===== config.mk =====
export PLATFORM = sky130hd
export DESIGN_NAME = mode_select_controller
export DESIGN_NICKNAME = d
export VERILOG_FILES = /design/src/rtl/mode_select_controller.sv
export SDC_FILE = /design/constraint.sdc
export NUM_CORES = 1
export LEC_CHECK = 0
export ABC_AREA = 0
export CAP_MARGIN = 30
export CORE_AREA = 2 2 39 41
export CTS_CLUSTER_DIAMETER = 40
export DETAILED_ROUTE_END_ITERATION = 10
export DIE_AREA = 0 0 41 43
export GPL_TIMING_DRIVEN = 0
export PLACE_DENSITY_LB_ADDON = 0.3
export SYNTH_ARGS = -nofsm -noshare
export SYNTH_HDL_FRONTEND = slang
export SYNTH_SLANG_ARGS = --single-unit

===== constraint.sdc =====
create_clock -name clk -period 1.75 [get_ports clk]
set_input_delay 0.2625 -clock clk [delete_from_list [all_inputs] [get_ports clk]]
set_output_delay 0.2625 -clock clk [all_outputs]
set_load 0.01 [all_outputs]

===== src/rtl/mode_select_controller.sv =====
// mode_select_controller: debounced push-button / auto-step sequencer for the four-state timing mode
module mode_select_controller #(
  parameter int DEBOUNCE_COUNT = 4
) (
  input  logic       clk,
  input  logic       rst_n,
  input  logic       debounce_tick,
  input  logic       slow_tick,
  input  logic       button,
  input  logic       auto_en,
  output logic [1:0] state,
  output logic       state_change,
  output logic       first_pass,
  output logic       button_level
);
  logic       sync1;
  logic       btn_s;
  logic       dbt_prev;
  logic       slt_prev;
  logic       lvl_prev;
  logic [3:0] cnt;
  logic       dbs;
  logic       sls;
  logic       press;
  logic       advance;
  assign dbs     = debounce_tick & ~dbt_prev;
  assign sls     = slow_tick & ~slt_prev;
  assign press   = button_level & ~lvl_prev;
  assign advance = press | (auto_en & sls);
  // button synchroniser and tick history; history resets high so ticks already high at release do not strobe
  always_ff @(posedge clk) begin
    if (!rst_n) begin
      sync1    <= 1'b0;
      btn_s    <= 1'b0;
      dbt_prev <= 1'b1;
      slt_prev <= 1'b1;
    end else begin
      sync1    <= button;
      btn_s    <= sync1;
      dbt_prev <= debounce_tick;
      slt_prev <= slow_tick;
    end
  end
  // debounce: level toggles only after DEBOUNCE_COUNT consecutive disagreeing strobes
  always_ff @(posedge clk) begin
    if (!rst_n) begin
      cnt          <= '0;
      button_level <= 1'b0;
      lvl_prev     <= 1'b0;
    end else begin
      lvl_prev <= button_level;
      if (dbs) begin
        if (btn_s == button_level) cnt <= '0;
        else if (cnt == 4'(DEBOUNCE_COUNT - 1)) begin
          button_level <= btn_s;
          cnt          <= '0;
        end else cnt <= cnt + 4'd1;
      end
    end
  end
  // mode counter: one step per press or enabled slow strobe, with change strobe and first-pass flag
  always_ff @(posedge clk) begin
    if (!rst_n) begin
      state        <= 2'd0;
      state_change <= 1'b0;
      first_pass   <= 1'b1;
    end else begin
      state_change <= advance;
      if (advance) begin
        state      <= state + 2'd1;
        first_pass <= 1'b0;
      end
    end
  end
endmodule


# ---- Yosys cells after proc, flatten, opt, wreduce, memory -nomap -nowiden
# Cells that the tools add are included.
# Widths: inputs -> output; s select.
dict set report totals {
  ff_bits 14
  in_bits 6
}
dict set report op_classes {
  addsub 2
  n_eq_ne 2
  n_mux 2
  bitwise_logic 9
  reduce_logical 1
}
# operator n
set op_table {}
lappend op_table {{$mux 4} 2}
lappend op_table {{$add 4x1->4 const B} 1}
lappend op_table {{$and 1x1->1} 4}
lappend op_table {{$eq 4x2->1 const B} 1}
lappend op_table {{$not 1->1} 4}
lappend op_table {{$reduce_and 3->1} 1}
lappend op_table {{$add 2x1->2 const B} 1}
lappend op_table {{$eq 1x1->1} 1}
lappend op_table {{$or 1x1->1} 1}

# ---- Depth between registers and ports, before layout
# Gate-level depths: netlist of run 1.
dict set report depth {
  depth_word 4
  ltp_mapped 4
}

# ---- Least setup slack after synthesis of run 1
# OpenSTA, ideal clock, no wires.
dict set report synth_path {
  path_type {reg-to-reg}
  startpoint {register cnt[0]}
  endpoint {register cnt[0]}
  arrival_time_ns 1.233
  t_required_ns 1.680
  setup_slack_ns 0.447
  path_stages_with_launch 5
  path_buffers 0
  synth_period_minus_slack_ns 1.303
  cell_sequence {dfxtp_1 -> ha_1 -> nor3b_1 -> or4_1 -> a21oi_1}
}
dict set report synth_via {
  elab_chain_cells 3
}
# element line
set synth_rtl {}
lappend synth_rtl {{start, declared} 21} ;# logic [3:0] cnt;
lappend synth_rtl {{start signal, assigned} 57} ;# end else cnt <= cnt + 4'd1;
lappend synth_rtl {{$add 4x1->4 / $eq 4x2->1 (equally long branches)} {57, 54}}
lappend synth_rtl {{$mux 4 *} 54} ;# else if (cnt == 4'(DEBOUNCE_COUNT - 1)) begin
lappend synth_rtl {{$mux 4 *} 53} ;# if (btn_s == button_level) cnt <= '0;
# Every way passes the cells marked *; elsewhere a longest branch is shown, timed or not.
# A chain may end at the register's enable or synchronous reset.

# ---- Worst setup path in the final report of run 1
dict set report layout_path {
  startpoint {register button_level}
  endpoint {output button_level}
}
# element line
set layout_lines {}
lappend layout_lines {{start, declared} 14} ;# output logic button_level
lappend layout_lines {{start signal, assigned} 55} ;# button_level <= btn_s;
# No word-level cell between the ends.

==> flow_metrics.py, run 1 <==
metrics = {
    "setup_path": {
        "reg2reg_depth": 4,
        "worstPathRequired_ns": 1.49,
        "path_class": "reg -> out",
        "r2r_slack_ns": 0.34,
        "worstReg2RegStart": "cnt[0]",
        "crit_cells": 1,
        "cp_cell_sequence": "clkdlybuf4s50_1",
        "crit_family": "buffers and inverters",
        "critPathMaxStageDelay_ns": 0.57,
        "cp_max_fo": 6,
        "slowest_stage": "clkdlybuf4s50_1",
        "cp-start-kind": "register",
        "crit_path_end_kind": "output port",
        "critPathBufInv": 1,
        "arrival_ns": 1.29,
        "r2r-end": "cnt[0]",
        "critPathCapture": "button_level",
        "startpoint": "button_level",
    },
    "finish": {
        "fin_nets": 79,
        "register_area_um2": 280.3,
        "multiInputGateArea_um2": 259.0,
        "syn2layout_area_growth_pct": 28.60,
        "drive_above_1_share_pct": 8.451,
        "nFillCells": 129,
        "antenna_cells": 0,
    },
    "clocking": {
        "cts_setup_buffers": 0,
        "path_clk_slew_ns": 0.08,
        "cts-root-buf": "clkbuf_4",
        "cts_hold_buf": 0,
        "clk_latency_ns": 0.28,
        "clock-sinks": 14,
        "clockBufferDepth": 2,
        "cts_tree": "yes",
        "cts_buffers": 3,
        "htree_num_levels": 1,
        "cts_resized": 0,
    },
    "die": {
        "io_pins": 11,
        "chipHeight_um": 43,
        "core_mm2": 0.001384,
        "start_util_pct": 39.51,
        "fp-row-count": 14,
        "die_x_um": 41,
        "die-area_mm2": 0.001763,
    },
    "global_routing": {
        "grt_pass1_wl_mm": 1.538,
        "grt_max_degree": 11,
        "grt_antenna_before_repair": 0,
        "grt_overflow": 0,
        "grt_pass1_vias": 406,
        "grt.total_usage_pct": 13.12,
    },
    "power": {
        "power_frac_comb_pct": 6.3,
        "p_switching_mw": 0.1249,
        "intPower_mw": 0.4733,
        "swShare_pct": 20.87,
        "pwr-share-clk_pct": 38.8,
        "power.density_mw_per_mm2": 850.7,
        "leakage_nw": 0.2585,
        "irDropWorstVdd_mv": 0.4646,
        "pwr-share-seq_pct": 54.9,
    },
    "timing": {
        "max_freq_ghz": 0.6426,
        "holdWs_ns": 0.4564,
        "tightest_slew_ns": 0.3590,
        "setup_tns_ns": 0,
        "finalClockSkew_ns": 0.002648,
        "report.final.slew_viol_count": 0,
        "hold_violations": 0,
        "rsz0062_at_grt": "no",
        "setup_viol": 0,
        "slew_headroom_pct": 75.85,
        "fin_crit_ns": 1.556,
        "post-route-period-util_pct": 88.92,
    },
    "worst_hold_path": {
        "hp-class": "reg -> reg",
    },
    "detailed_routing": {
        "wl_per_cell_um": 11.56,
        "via_count": 455,
        "drtPass1Iterations": 2,
        "drc": 0,
        "vias_per_cell": 5.230,
        "wl_mm": 1.006,
        "drt_iter0_drc": 7,
        "ant_nets": 0,
    },
    "placed_design": {
        "place_hpwl_um": 713.6,
        "gp_congestion": 0.6759,
        "io_buffers": 10,
    },
    "outcome": {
        "status": "finished, final reports clean",
    },
    "logic_synthesis": {
        "ys_seq_elements": 14,
        "netlist.top_cell.by_area": "dfxtp_1",
        "synth.yosys.seq_area_share_pct": 51.26,
        "syn_avg_cell_area_um2": 9.593,
        "yosys-top-cells-count": "dfxtp_1, nand2_1, nand2b_1, nand3_1, a21oi_1",
        "synthCells": 57,
        "synth.most_common_cell": "dfxtp_1",
        "yosysWarnings": 0,
        "yosysTopAreaCellShare_pct": 51.26,
        "synth.distinct_cells": 24,
        "synth_edf_count": 0,
        "async_flop_share_pct": 0,
        "synth_area_um2": 546.8,
        "yosys-top-cells-area": "dfxtp_1, nand2b_1, nand3_1",
        "syn-num-nets": 64,
        "yosys_most_used_dff": "dfxtp_1",
    },
    "run": {
        "maxCapViolations": 0,
    },
}
[cell usage in the layout (no fill, tap or decap), types with 2 or more instances in the layout]
master / netlist / final
dfxtp_1: 14 / 14
clkdlybuf4s50_1: 0 / 10
nand2_1: 6 / 6
nand2b_1: 5 / 5
nand3_1: 5 / 5
a21oi_1: 4 / 4
clkbuf_4: 0 / 3
and2_1: 2 / 2
nor3b_1: 2 / 2
or4_1: 2 / 2
nand3b_1: 2 / 2
[per-layer routing]
layer  share of wire [%]  GRT usage (%)
met5                   0              0
met4                 2.9          10.00
met3                 2.6          3.141
met2                  49          19.69
met1                  46          15.03
[how the worst min path moves through the flow]
stage | startpoint | cells past startpoint | endpoint | slack (ns)
after floorplan | debounce_tick | 1 | dbt_prev | 0.36
after global placement | sync1 | 1 | btn_s | 0.42
after detailed placement | sync1 | 1 | btn_s | 0.44
after CTS | sync1 | 1 | btn_s | 0.46
after global routing | sync1 | 1 | btn_s | 0.48
final | sync1 | 1 | btn_s | 0.46
[cells by family (layout without fill, tap and decap cells)]
family	after synthesis	after routing	synth area share [%]
DFF	14	14	51.26
and+or+nand+nor	28	28	29.98
buffers and inverters	2	16	1.372
adders and majority gates	1	1	2.288
xor gates and xnor gates	2	2	3.204
muxes	1	1	1.831
AOI/OAI and AO/OA	9	9	10.07
[area by class of cell]
type / count / share of cell area, %
flip-flops and latches: 14 / 39.86
well taps: 16 / 2.847
inverters: 1 / 0.5338
plain buffers: 1 / 0.5338
repair buffers: 10 / 14.23
multi-input cells: 41 / 36.83
clock buffers: 4 / 5.160
[power groups by stage]
stage | combinational (mW) | sequential [mW] | clock, mW
5_1_grt | 0.0411 | 0.330 | 0.246
2_1_floorplan | 0.0165 | 0.336 | 0
4_1_cts | 0.0382 | 0.329 | 0.234
6_report | 0.0376 | 0.329 | 0.232
3_5_place_dp | 0.0375 | 0.336 | 0
3_3_place_gp | 0.0368 | 0.336 | 0
[flip-flops by register name, summed over array words and instances (netlist names)]
signal	flops
btn_s	1
button_level	1
cnt	4
dbt_prev	1
first_pass	1
lvl_prev	1
slt_prev	1
state	2
state_change	1
sync1	1
[stage by stage]
stage	cells	setup WS, ns	total power [mW]	utilization, %	area, µm²
4_1_cts	87	0.1816	0.6008	50.81	703.2
5_1_grt	87	0.1286	0.6167	50.81	703.2
3_3_place_gp	83	0.09572	0.3725	48.19	666.9
3_5_place_dp	83	0.1029	0.3737	48.19	666.9
6_report	87	0.1939	0.5982	50.81	703.2
2_1_floorplan	57	0.4468	0.3530	-	546.8
Note: power is estimated with default switching activity, not from simulation.
==> run 2: changes to the inputs <==
REMOVE_ABC_BUFFERS = 1   (was default)
==> run 2 against run 1 <==
  * Clock skew increased by 0.00079 ns
  * Final cell count decreased by 1.1%
  * Utilization shrank 0.27 points
  * Count of clock-buffer cells in the layout stayed put
  * Sequential share of layout area is 0.21 points higher
  * Worst hold slack worse by 0.0053 ns
  * Sequential power about the same
  * Fmax fell by 0.39%
  * Largest cell class unchanged
  * Critical path depth is the same
  * Clock power barely moved
  * First-iteration DRC count is 86% higher
==> flow_metrics.py, run 2 (synthesized netlist as in run 1, its figures left out) <==
metrics = {
    "placed_design": {
        "io_buffers": 10,
        "gp_congestion": 0.6745,
        "place_hpwl_um": 666.1,
        "placedCellCount": 82,
    },
    "die": {
        "io_pins": 11,
        "fp-row-count": 14,
        "die_x_um": 41,
        "core_mm2": 0.001384,
        "start_util_pct": 39.51,
        "chipHeight_um": 43,
        "die-area_mm2": 0.001763,
    },
    "timing": {
        "holdWs_ns": 0.4511,
        "setup_tns_ns": 0,
        "rsz0062_at_grt": "no",
        "slew_headroom_pct": 76.38,
        "post-route-period-util_pct": 89.27,
        "finalClockSkew_ns": 0.003440,
        "report.final.slew_viol_count": 0,
        "max_freq_ghz": 0.6401,
        "hold_violations": 0,
        "fin_crit_ns": 1.562,
        "setup_viol": 0,
        "tightest_slew_ns": 0.3512,
    },
    "detailed_routing": {
        "vias_per_cell": 4.919,
        "wl_per_cell_um": 10.86,
        "ant_nets": 0,
        "via_count": 423,
        "drc": 0,
        "drt_iter0_drc": 13,
        "drtPass1Iterations": 4,
        "wl_um": 934,
    },
    "clocking": {
        "cts-root-buf": "clkbuf_4",
        "cts_buffers": 3,
        "cts_resized": 0,
        "clk_latency_ns": 0.28,
        "clock-sinks": 14,
        "clockBufferDepth": 2,
        "cts_tree": "yes",
        "path_clk_slew_ns": 0.08,
        "cts_setup_buffers": 0,
        "htree_num_levels": 1,
        "cts_hold_buf": 0,
    },
    "worst_hold_path": {
        "hp-start": "sync1",
        "hp-class": "reg -> reg",
    },
    "power": {
        "irDropWorstVdd_mv": 0.4731,
        "totalPowerFinal_mw": 0.5938,
        "pwr-share-clk_pct": 38.5,
        "swShare_pct": 20.39,
        "leakage_nw": 0.2573,
        "power.density_mw_per_mm2": 849.0,
        "pwr-share-seq_pct": 55.3,
        "p_switching_mw": 0.1211,
        "power_frac_comb_pct": 6.2,
        "intPower_mw": 0.4727,
    },
    "setup_path": {
        "crit_path_end_kind": "output port",
        "critPathBufInv": 1,
        "cp-start-kind": "register",
        "crit_family": "buffers and inverters",
        "worstReg2RegStart": "cnt[0]",
        "cp_cell_sequence": "clkdlybuf4s50_1",
        "critPathMaxStageDelay_ns": 0.58,
        "startpoint": "button_level",
        "worstPathRequired_ns": 1.49,
        "cp_max_fo": 6,
        "path_class": "reg -> out",
        "slowest_stage": "clkdlybuf4s50_1",
        "arrival_ns": 1.30,
    },
    "global_routing": {
        "grt_max_degree": 12,
        "grt_antenna_before_repair": 0,
        "grt_pass1_wl_mm": 1.780,
        "grt_pass1_vias": 425,
        "grt_overflow": 0,
        "grt.total_usage_pct": 14.92,
    },
    "finish": {
        "final_common_cell": "dfxtp_1",
        "instances_no_fill": 86,
        "largest_register": "cnt",
        "reg_top3": "cnt x4, state x2",
        "mostFrequentLayoutCells": "dfxtp_1, clkdlybuf4s50_1, nand2_1, nand2b_1, nand3_1",
        "nFillCells": 137,
        "fin_nets": 78,
        "syn2layout_area_growth_pct": 27.92,
        "drive_above_1_share_pct": 8.571,
        "fin_util_pct": 50.54,
        "largest_register_ffs": 4,
        "antenna_cells": 0,
    },
    "outcome": {
        "status": "finished, final reports clean",
    },
    "run": {
        "maxCapViolations": 0,
    },
}
run 2: changes by cell type in the layout (fill, tap and decap cells not counted):
cell	delta
clkbuf_1	-1
run 2: routing by layer:
| metal | up-vias | track usage, % | part of all wire, % |
|---|---|---|---|
| li1 | 226 | - | - |
| met1 | 185 | 19.87 | 47 |
| met2 | 10 | 20.63 | 48 |
| met3 | 2 | 3.141 | 4.1 |
| met4 | 0 | 10.00 | 1.5 |
| met5 | - | 0 | 0 |
run 2: area by class of cell:
type / count / area (µm²) / area share (%)
Sequential cell: 14 / 280.3 / 40.07
Multi-Input combinational cell: 41 / 259.0 / 37.03
Timing Repair Buffer: 10 / 100.1 / 14.31
Clock buffer: 4 / 36.28 / 5.188
Tap cell: 16 / 20.02 / 2.862
Inverter: 1 / 3.754 / 0.5367
run 2: metrics by stage:
stage | cell area [µm²] | worst slack (ns)
6_report | 699.4 | 0.1878
5_1_grt | 699.4 | 0.1340
4_1_cts | 699.4 | 0.1739
3_5_place_dp | 663.1 | 0.09201
3_3_place_gp | 663.1 | 0.09779
2_1_floorplan | 543.0 | 0.4470
run 2: final timing paths:
check | to | cells past startpoint | slack, ns
min reg2reg | btn_s | 1 | 0.45
max reg2reg | cnt[0] | 4 | 0.36
min | btn_s | 1 | 0.45
max | button_level | 1 | 0.19
run 2: power by group through the flow:
stage | Combinational [mW] | Clock (mW) | Sequential, mW
after CTS | 0.0370 | 0.234 | 0.328
after floorplan | 0.0141 | 0 | 0.337
after global routing | 0.0414 | 0.250 | 0.330
after detailed placement | 0.0368 | 0 | 0.336
after global placement | 0.0361 | 0 | 0.336
final | 0.0366 | 0.229 | 0.328
